--- src/rtl/hazard_fwd_if.sv ---
// ID-side hazard/forwarding bundle: decoded fields and EX flush in, stall and
// forwarding-mux selects out.
interface hazard_fwd_if #(
  parameter int REG_AW = 5,
  parameter int CNT_W  = 32
);
  logic              id_valid;
  logic [REG_AW-1:0] id_rs1;
  logic [REG_AW-1:0] id_rs2;
  logic [REG_AW-1:0] id_rd;
  logic              id_regwrite;
  logic              id_memread;
  logic              ex_flush;
  logic              stall;
  logic [1:0]        ex_fwd_a_sel;
  logic [1:0]        ex_fwd_b_sel;
  logic [CNT_W-1:0]  stall_count;

  modport master (
    output id_valid, id_rs1, id_rs2, id_rd, id_regwrite, id_memread, ex_flush,
    input  stall, ex_fwd_a_sel, ex_fwd_b_sel, stall_count
  );

  modport slave (
    input  id_valid, id_rs1, id_rs2, id_rd, id_regwrite, id_memread, ex_flush,
    output stall, ex_fwd_a_sel, ex_fwd_b_sel, stall_count
  );
endinterface

--- src/rtl/hazard_fwd_ctrl.sv ---
// Hazard and forwarding controller: shadows EX/MEM destinations, registers the
// EX operand-mux selects and raises a one-cycle load-use stall.
module hazard_fwd_ctrl #(
  parameter int REG_AW = 5,
  parameter int CNT_W  = 32
) (
  input  logic         clk,
  input  logic         rst_n,
  hazard_fwd_if.slave  bus
);

  typedef enum logic [1:0] {
    SEL_RF  = 2'b00,
    SEL_WB  = 2'b01,
    SEL_MEM = 2'b10
  } fwd_sel_e;

  typedef struct packed {
    logic [REG_AW-1:0] rd;
    logic              rw;
    logic              mr;
  } shadow_t;

  localparam shadow_t          BUBBLE  = '0;
  localparam logic [CNT_W-1:0] CNT_ONE = CNT_W'(1);
  localparam logic [CNT_W-1:0] CNT_MAX = '1;

  // The WB occupant is never tracked: the write-through register file already
  // returns its result to the ID read, so only EX and MEM can need a bypass.
  shadow_t          r_ex;
  shadow_t          r_mem;
  fwd_sel_e         r_sel_a;
  fwd_sel_e         r_sel_b;
  logic [CNT_W-1:0] r_stall_count;

  shadow_t          w_id_entry;
  logic             w_load_use;
  logic             w_stall;
  logic             w_advance;
  fwd_sel_e         w_sel_a;
  fwd_sel_e         w_sel_b;

  // Current EX becomes MEM and current MEM becomes WB by the time the ID
  // instruction executes, so EX maps to the MEM bypass and MEM to the WB one.
  function automatic fwd_sel_e fwd_sel(input logic [REG_AW-1:0] rs,
                                       input shadow_t           ex,
                                       input shadow_t           mem);
    fwd_sel_e sel;
    sel = SEL_RF;
    if (ex.rw && (ex.rd != '0) && (ex.rd == rs))
      sel = SEL_MEM;
    else if (mem.rw && (mem.rd != '0) && (mem.rd == rs))
      sel = SEL_WB;
    return sel;
  endfunction

  // NOTE: every always_comb output gets a default first so no path leaves it
  // unassigned and no latch is inferred.
  always_comb begin
    w_id_entry    = BUBBLE;
    w_id_entry.rd = bus.id_rd;
    w_id_entry.rw = bus.id_regwrite;
    w_id_entry.mr = bus.id_memread;

    // Both rs fields are compared whatever the format: a false stall only
    // costs a cycle, a missed one corrupts an operand.
    w_load_use = r_ex.mr && (r_ex.rd != '0) &&
                 ((r_ex.rd == bus.id_rs1) || (r_ex.rd == bus.id_rs2));
    w_stall    = bus.id_valid && !bus.ex_flush && w_load_use;
    w_advance  = bus.id_valid && !bus.ex_flush && !w_stall;

    w_sel_a = SEL_RF;
    w_sel_b = SEL_RF;
    if (w_advance) begin
      w_sel_a = fwd_sel(bus.id_rs1, r_ex, r_mem);
      w_sel_b = fwd_sel(bus.id_rs2, r_ex, r_mem);
    end
  end

  // NOTE: sequential state uses non-blocking assignments so every register
  // samples the pre-edge values of its neighbours, like real flops.
  always_ff @(posedge clk or negedge rst_n) begin
    if (!rst_n) begin
      r_ex          <= BUBBLE;
      r_mem         <= BUBBLE;
      r_sel_a       <= SEL_RF;
      r_sel_b       <= SEL_RF;
      r_stall_count <= '0;
    end else begin
      r_mem   <= r_ex;
      r_ex    <= w_advance ? w_id_entry : BUBBLE;
      r_sel_a <= w_sel_a;
      r_sel_b <= w_sel_b;
      if (w_stall && (r_stall_count != CNT_MAX))
        r_stall_count <= r_stall_count + CNT_ONE;
    end
  end

  assign bus.stall        = w_stall;
  assign bus.ex_fwd_a_sel = r_sel_a;
  assign bus.ex_fwd_b_sel = r_sel_b;
  assign bus.stall_count  = r_stall_count;

endmodule

--- src/flat_wrapper.sv ---
// flat-port wrapper written by rule: the top's interface ports become plain ports
module hazard_fwd_ctrl_flat 
#(
  parameter int REG_AW = 5,
  parameter int CNT_W  = 32
)
  (clk, rst_n, bus_id_valid, bus_id_rs1, bus_id_rs2, bus_id_rd, bus_id_regwrite, bus_id_memread, bus_ex_flush, bus_stall, bus_ex_fwd_a_sel, bus_ex_fwd_b_sel, bus_stall_count);
  hazard_fwd_if #(.REG_AW(REG_AW), .CNT_W(CNT_W)) bus_i ();
  input  logic clk;
  input  logic rst_n;
  input wire logic [$bits(bus_i.id_valid)-1:0] bus_id_valid;
  input wire logic [$bits(bus_i.id_rs1)-1:0] bus_id_rs1;
  input wire logic [$bits(bus_i.id_rs2)-1:0] bus_id_rs2;
  input wire logic [$bits(bus_i.id_rd)-1:0] bus_id_rd;
  input wire logic [$bits(bus_i.id_regwrite)-1:0] bus_id_regwrite;
  input wire logic [$bits(bus_i.id_memread)-1:0] bus_id_memread;
  input wire logic [$bits(bus_i.ex_flush)-1:0] bus_ex_flush;
  output wire logic [$bits(bus_i.stall)-1:0] bus_stall;
  output wire logic [$bits(bus_i.ex_fwd_a_sel)-1:0] bus_ex_fwd_a_sel;
  output wire logic [$bits(bus_i.ex_fwd_b_sel)-1:0] bus_ex_fwd_b_sel;
  output wire logic [$bits(bus_i.stall_count)-1:0] bus_stall_count;
  assign bus_i.id_valid = bus_id_valid;
  assign bus_i.id_rs1 = bus_id_rs1;
  assign bus_i.id_rs2 = bus_id_rs2;
  assign bus_i.id_rd = bus_id_rd;
  assign bus_i.id_regwrite = bus_id_regwrite;
  assign bus_i.id_memread = bus_id_memread;
  assign bus_i.ex_flush = bus_ex_flush;
  assign bus_stall = bus_i.stall;
  assign bus_ex_fwd_a_sel = bus_i.ex_fwd_a_sel;
  assign bus_ex_fwd_b_sel = bus_i.ex_fwd_b_sel;
  assign bus_stall_count = bus_i.stall_count;
  hazard_fwd_ctrl #(.REG_AW(REG_AW), .CNT_W(CNT_W)) u_core (.clk(clk), .rst_n(rst_n), .bus(bus_i));
endmodule
--- config.mk ---
export PLATFORM = sky130hd
export DESIGN_NAME = hazard_fwd_ctrl_flat
export DESIGN_NICKNAME = d
export VERILOG_FILES = /design/src/rtl/hazard_fwd_if.sv /design/src/rtl/hazard_fwd_ctrl.sv /design/src/flat_wrapper.sv
export SDC_FILE = /design/constraint.sdc
export NUM_CORES = 1
export LEC_CHECK = 0
export ABC_AREA = 1
export CAP_MARGIN = 15
export CORE_UTILIZATION = 47
export CTS_CLUSTER_DIAMETER = 120
export CTS_CLUSTER_SIZE = 14
export DETAILED_ROUTE_END_ITERATION = 8
export PLACE_DENSITY_LB_ADDON = 0.25
export SETUP_SLACK_MARGIN = 0.05
export SLEW_MARGIN = 40
export SYNTH_ARGS = -nofsm -noshare
export SYNTH_HDL_FRONTEND = slang
export SYNTH_SLANG_ARGS = --single-unit
--- constraint.sdc ---
create_clock -name clk -period 1.66 [get_ports clk]
set_input_delay 0.249 -clock clk [delete_from_list [all_inputs] [get_ports clk]]
set_output_delay 0.249 -clock clk [all_outputs]
set_load 0.05 [all_outputs]
Word level (Yosys, flattened, before mapping):

Index checks and enable logic that the tools add are counted.

* register bits after elaboration: 49
* word-level logic and storage cells: 38

* $add $sub $neg: 1
* eq/ne operators: 5
* multiplexer cells: 7
* reductions and logical operators: 17

Operators with widths (number)
* $add A32 B1 Y32 const B: 1
* $ne A32 B32 Y1 const B: 1
* $eq A5 B5 Y1: 4
* $logic_and A1 B1 Y1: 12
* $reduce_bool A5 Y1: 2
* $mux W2: 4
* $mux W7: 1
* $logic_not A1 Y1: 2
* $mux W1: 2
* $logic_or A1 B1 Y1: 1

Longest topological paths before layout:

* word-level depth: 7
* gate-level depth with buffers: 11
* depth with buffers taken out: 10

Worst setup path before layout:

No wires, ideal clock.

* kind: reg-to-reg
* start: register u_core.r_stall_count[0] (netlist: u_core.bus.stall_count[0])
* end: register u_core.r_stall_count[0] (netlist: u_core.bus.stall_count[0])
* data arrival time: 1892 ps
* setup slack: -351 ps
* stages on the path, launching flop included: 12
* cells stage by stage: dfrtp_1 -> ha_1 -> inv_2 -> nor2_4 -> nand2_1 -> nor2_1 -> nand3_2 -> inv_1 -> nor2_4 -> buf_6 -> nand2_1 -> nand2_1

* cells in the longest elaborated chain, start to end: 2

Ends and longest elaborated chain
* start: declaration: RTL line hazard_fwd_ctrl.sv:34 `logic [CNT_W-1:0] r_stall_count;`
* start signal: assignment: RTL line hazard_fwd_ctrl.sv:95 `r_stall_count <= r_stall_count + CNT_ONE;`
* branches (longest 2 deep; another with $add A32 B1 Y32)

Parallel ways; which one is timed is not known.
A chain may end at the register's enable or synchronous reset.

Worst setup path in the final report:

* start: register u_core.r_ex[4] (netlist bit)
* end: output port bus_stall

* cells in the longest elaborated chain, start to end: 4

Ends and longest elaborated chain
* start: declaration: RTL line hazard_fwd_ctrl.sv:30 `shadow_t r_ex;`
* start signal: assignment: RTL line hazard_fwd_ctrl.sv:91 `r_ex <= w_advance ? w_id_entry : BUBBLE;`
* $eq A5 B5 Y1 or $reduce_bool A5 Y1 (tied branches): RTL line hazard_fwd_ctrl.sv:68, hazard_fwd_ctrl.sv:67
* $logic_or A1 B1 Y1 or $logic_and A1 B1 Y1 (tied branches): RTL line hazard_fwd_ctrl.sv:68, hazard_fwd_ctrl.sv:67
* $logic_and A1 B1 Y1 (*): RTL line hazard_fwd_ctrl.sv:67 `w_load_use = r_ex.mr && (r_ex.rd != '0) &&`
* $logic_and A1 B1 Y1 (*): RTL line hazard_fwd_ctrl.sv:69 `w_stall = bus.id_valid && !bus.ex_flush && w_load_use;`
* end: declaration: RTL line flat_wrapper.sv:18 `output wire logic [$bits(bus_i.stall)-1:0] bus_stall;`

Mark *: on every way between the ends. The rest lies on a longest branch, timed or not.

==> results.ini <==
[final_layout]
final_util=0.677
area_growth_syn_to_layout_pct=35.5
drive_above_1_share=0.255
antenna_cells=0
multi_input_area_um2=1650
nets=555
seq_area_um2=1250
n_fill_cell=549

[floorplanning]
die_x_um=82.5
io_pins=58
dieArea_um2=6800
die_h_um=82.5
fp-row-count=28
initial_core_util=0.499
coreArea_um2=6100

[timing]
finClkSkew_ns=0.0125
slew_viol_final=0
hold_viol=0
max_freq_mhz=569
setup_ws_ns=-0.0965
fin_setup_tns_ns=-0.967
rsz0062_at_grt=true
relSlewSlack=0.723
fin_crit_ns=1.76
period_share=1.06
setup_viol=33
tightest_slew_ns=0.412

[synthesis]
ys_seq_elements=49
synth_nets=463
syn_area_um2=3040
yosysUniqueCellTypes=22
synthFlopType=dfrtp_1
synth.area.top_cells=dfrtp_1 (40%), nand2_1 (25%), nor2_1 (7.2%)
ys_async_sr_fraction=1.00
yosys.area.top_type_share=0.403
yosysTopAreaCell=dfrtp_1
synth_edf_count=0
ys_top_cells_by_count=nand2_1 (203), nor2_1 (58), dfrtp_1 (49), inv_1 (43), xor2_1 (20)
synth_cells=441
avgSynthCellArea_um2=6.90
ys_seq_area_frac=0.403
yosys_warnings=0
synth_most_common_cell=nand2_1

[cts]
cts_buffers=5
clock_sinks=49
cts_tree=built
cts_max_path_buffers=2
clk_latency_ns=0.31
ctsHtreeMaxLevel=2
cts-root-buf=clkbuf_8
path_clk_slew_ns=0.09

[placement]
gp_congestion=0.894
port-buffer-count=57
hpwl_um=5880

[routing]
drc_errors=0
ant_nets=0
drt_wl_total_um=7870
first_iter_violations=129
routedWlPerCell_um=12.9
drt_pre_antenna_iters=4
avgViaCountPerCell=4.81
vias=2929

[critical_path]
critical_path.max_fanout=5
critPathCaptureType=output port
crit_arrival_ns=1.51
r2r_cells=13
criticalPathCategory=reg2out
start_kind=flip-flop
worstPathRequired_ns=1.41
r2r_slack_ns=-0.05
r2r-start=u_core.r_ex[5]
critPathLaunch=u_core.r_ex[4]
r2r-end=u_core.bus.stall_count[29]

[min_path]
hold_class=reg2reg
hold_path_end=u_core.r_mem[1]
holdPathStages=0
min_from=u_core.r_ex[1]

[grt]
grt_max_degree=50
grt_pass1_wl_um=13200
antenna_found_initial=0
overflow=0
grt_util_all_layers=0.258
first_global_vias=2816

[pwr]
vdd_drop_max_v=0.000502
leakage_uw=0.00210
power.density_nw_per_um2=599

[status]
violations=setup timing
status=complete, but fails checks

[run]
max_cap_viol_count=0

## layout make-up
type,instances,area share
Clock buffer,5,0.0167
Clock inverter,3,0.0167
Inverter,46,0.0425
Multi-Input combinational cell,339,0.400
Sequential cell,49,0.304
Tap cell,75,0.0227
Timing Repair Buffer,92,0.197
## logic make-up after synthesis
group / count (synthesis) / share of synthesized area
AND/OR/NAND/NOR: 305 / 0.420
buffers and inverters: 53 / 0.0806
flip-flops: 49 / 0.403
XOR/XNOR: 30 / 0.0863
AO/OA/AOI/OAI: 3 / 0.00576
adder cells (fa/ha/maj): 1 / 0.00411
## where the power goes
group          leakage (uW)  internal [uW]  switching [uW]
Sequential         0.000643           1210            17.5
Combinational       0.00139            111             115
Clock             0.0000687            606             412
Total               0.00210           1930             544
## routing by layer
metal | wire length, um | track usage | up-vias | part of all wire
met3 | 330 | 0.0407 | 8 | 0.042
met4 | 74 | 0.0614 | 0 | 0.0094
met1 | 3940 | 0.375 | 1332 | 0.50
met5 | 0 | 0 | - | 0
li1 | - | - | 1519 | -
met2 | 3520 | 0.398 | 70 | 0.45
## critical path, cell delays in order, from the launching register on
cell	delay, ns
dfrtp_2	0.46
nor3_2	0.19
nand3_1	0.12
nand2_1	0.10
inv_2	0.07
nand3_4	0.08
inv_2	0.05
buf_12	0.14
## placed cells by master, fill, tap and decap left out, types with 2 or more instances in the layout
master / Yosys / final
dfrtp_1: 49 / 28
dlygate4sd2_1: 0 / 5
xnor2_1: 10 / 10
nand2_2: 1 / 2
nor3_1: 11 / 9
inv_2: 3 / 7
inv_1: 43 / 38
nor2_4: 2 / 2
dfrtp_2: 0 / 21
xor2_1: 20 / 20
clkdlybuf4s50_1: 0 / 12
nor2_2: 0 / 10
nand3_1: 10 / 8
buf_4: 0 / 62
nand2_1: 203 / 201
buf_6: 6 / 4
nand4_1: 7 / 7
nand3b_1: 7 / 7
bufinv_16: 0 / 2
nand3_2: 2 / 3
clkbuf_8: 0 / 5
or2_2: 2 / 2
dlymetal6s2s_1: 0 / 2
nor3_2: 0 / 2
nor2_1: 58 / 48
buf_12: 0 / 5
## sequential cells by signal, summed over array words and instances, names as in the netlist
| signal | count |
|---|---|
| u_core.r_mem | 6 |
| u_core.r_ex | 7 |
| u_core.bus.ex_fwd_a_sel | 2 |
| u_core.bus.stall_count | 32 |
| u_core.bus.ex_fwd_b_sel | 2 |
## how the worst max path moves through the flow
| stage | to | slack, ns | cells past startpoint |
|---|---|---|---|
| floorplan | u_core.bus.stall_count[0] | 0.02 | 11 |
| global placement | bus_stall | -0.18 | 10 |
| detailed placement | u_core.bus.stall_count[26] | -0.24 | 12 |
| CTS | bus_stall | -0.08 | 9 |
| global route | bus_stall | -0.20 | 7 |
| finish | bus_stall | -0.1 | 7 |
## metrics by stage
step	total power, uW	area (um^2)	hold slack (ns)	cells	worst slack (ns)
detailed placement	1450	3840	0.257	593	-0.245
CTS	2470	4040	0.406	606	-0.0761
floorplan	1320	3080	-0.0466	441	0.0162
global route	2570	4130	0.431	609	-0.202
finish	2470	4130	0.407	609	-0.0965
global placement	1440	3840	0.249	593	-0.183
## timing repair
| item | CTS | global route |
|---|---|---|
| endpoints found under the hold margin | 49 | 0 |
| pin swaps | 8 | 8 |
| endpoints found under the setup margin | 31 | 44 |
| hold buffers | 1 | 0 |
| gates resized for setup | 18 | 21 |
| buffers inserted | 4 | 3 |
Power figures use the tool's default switching activity.
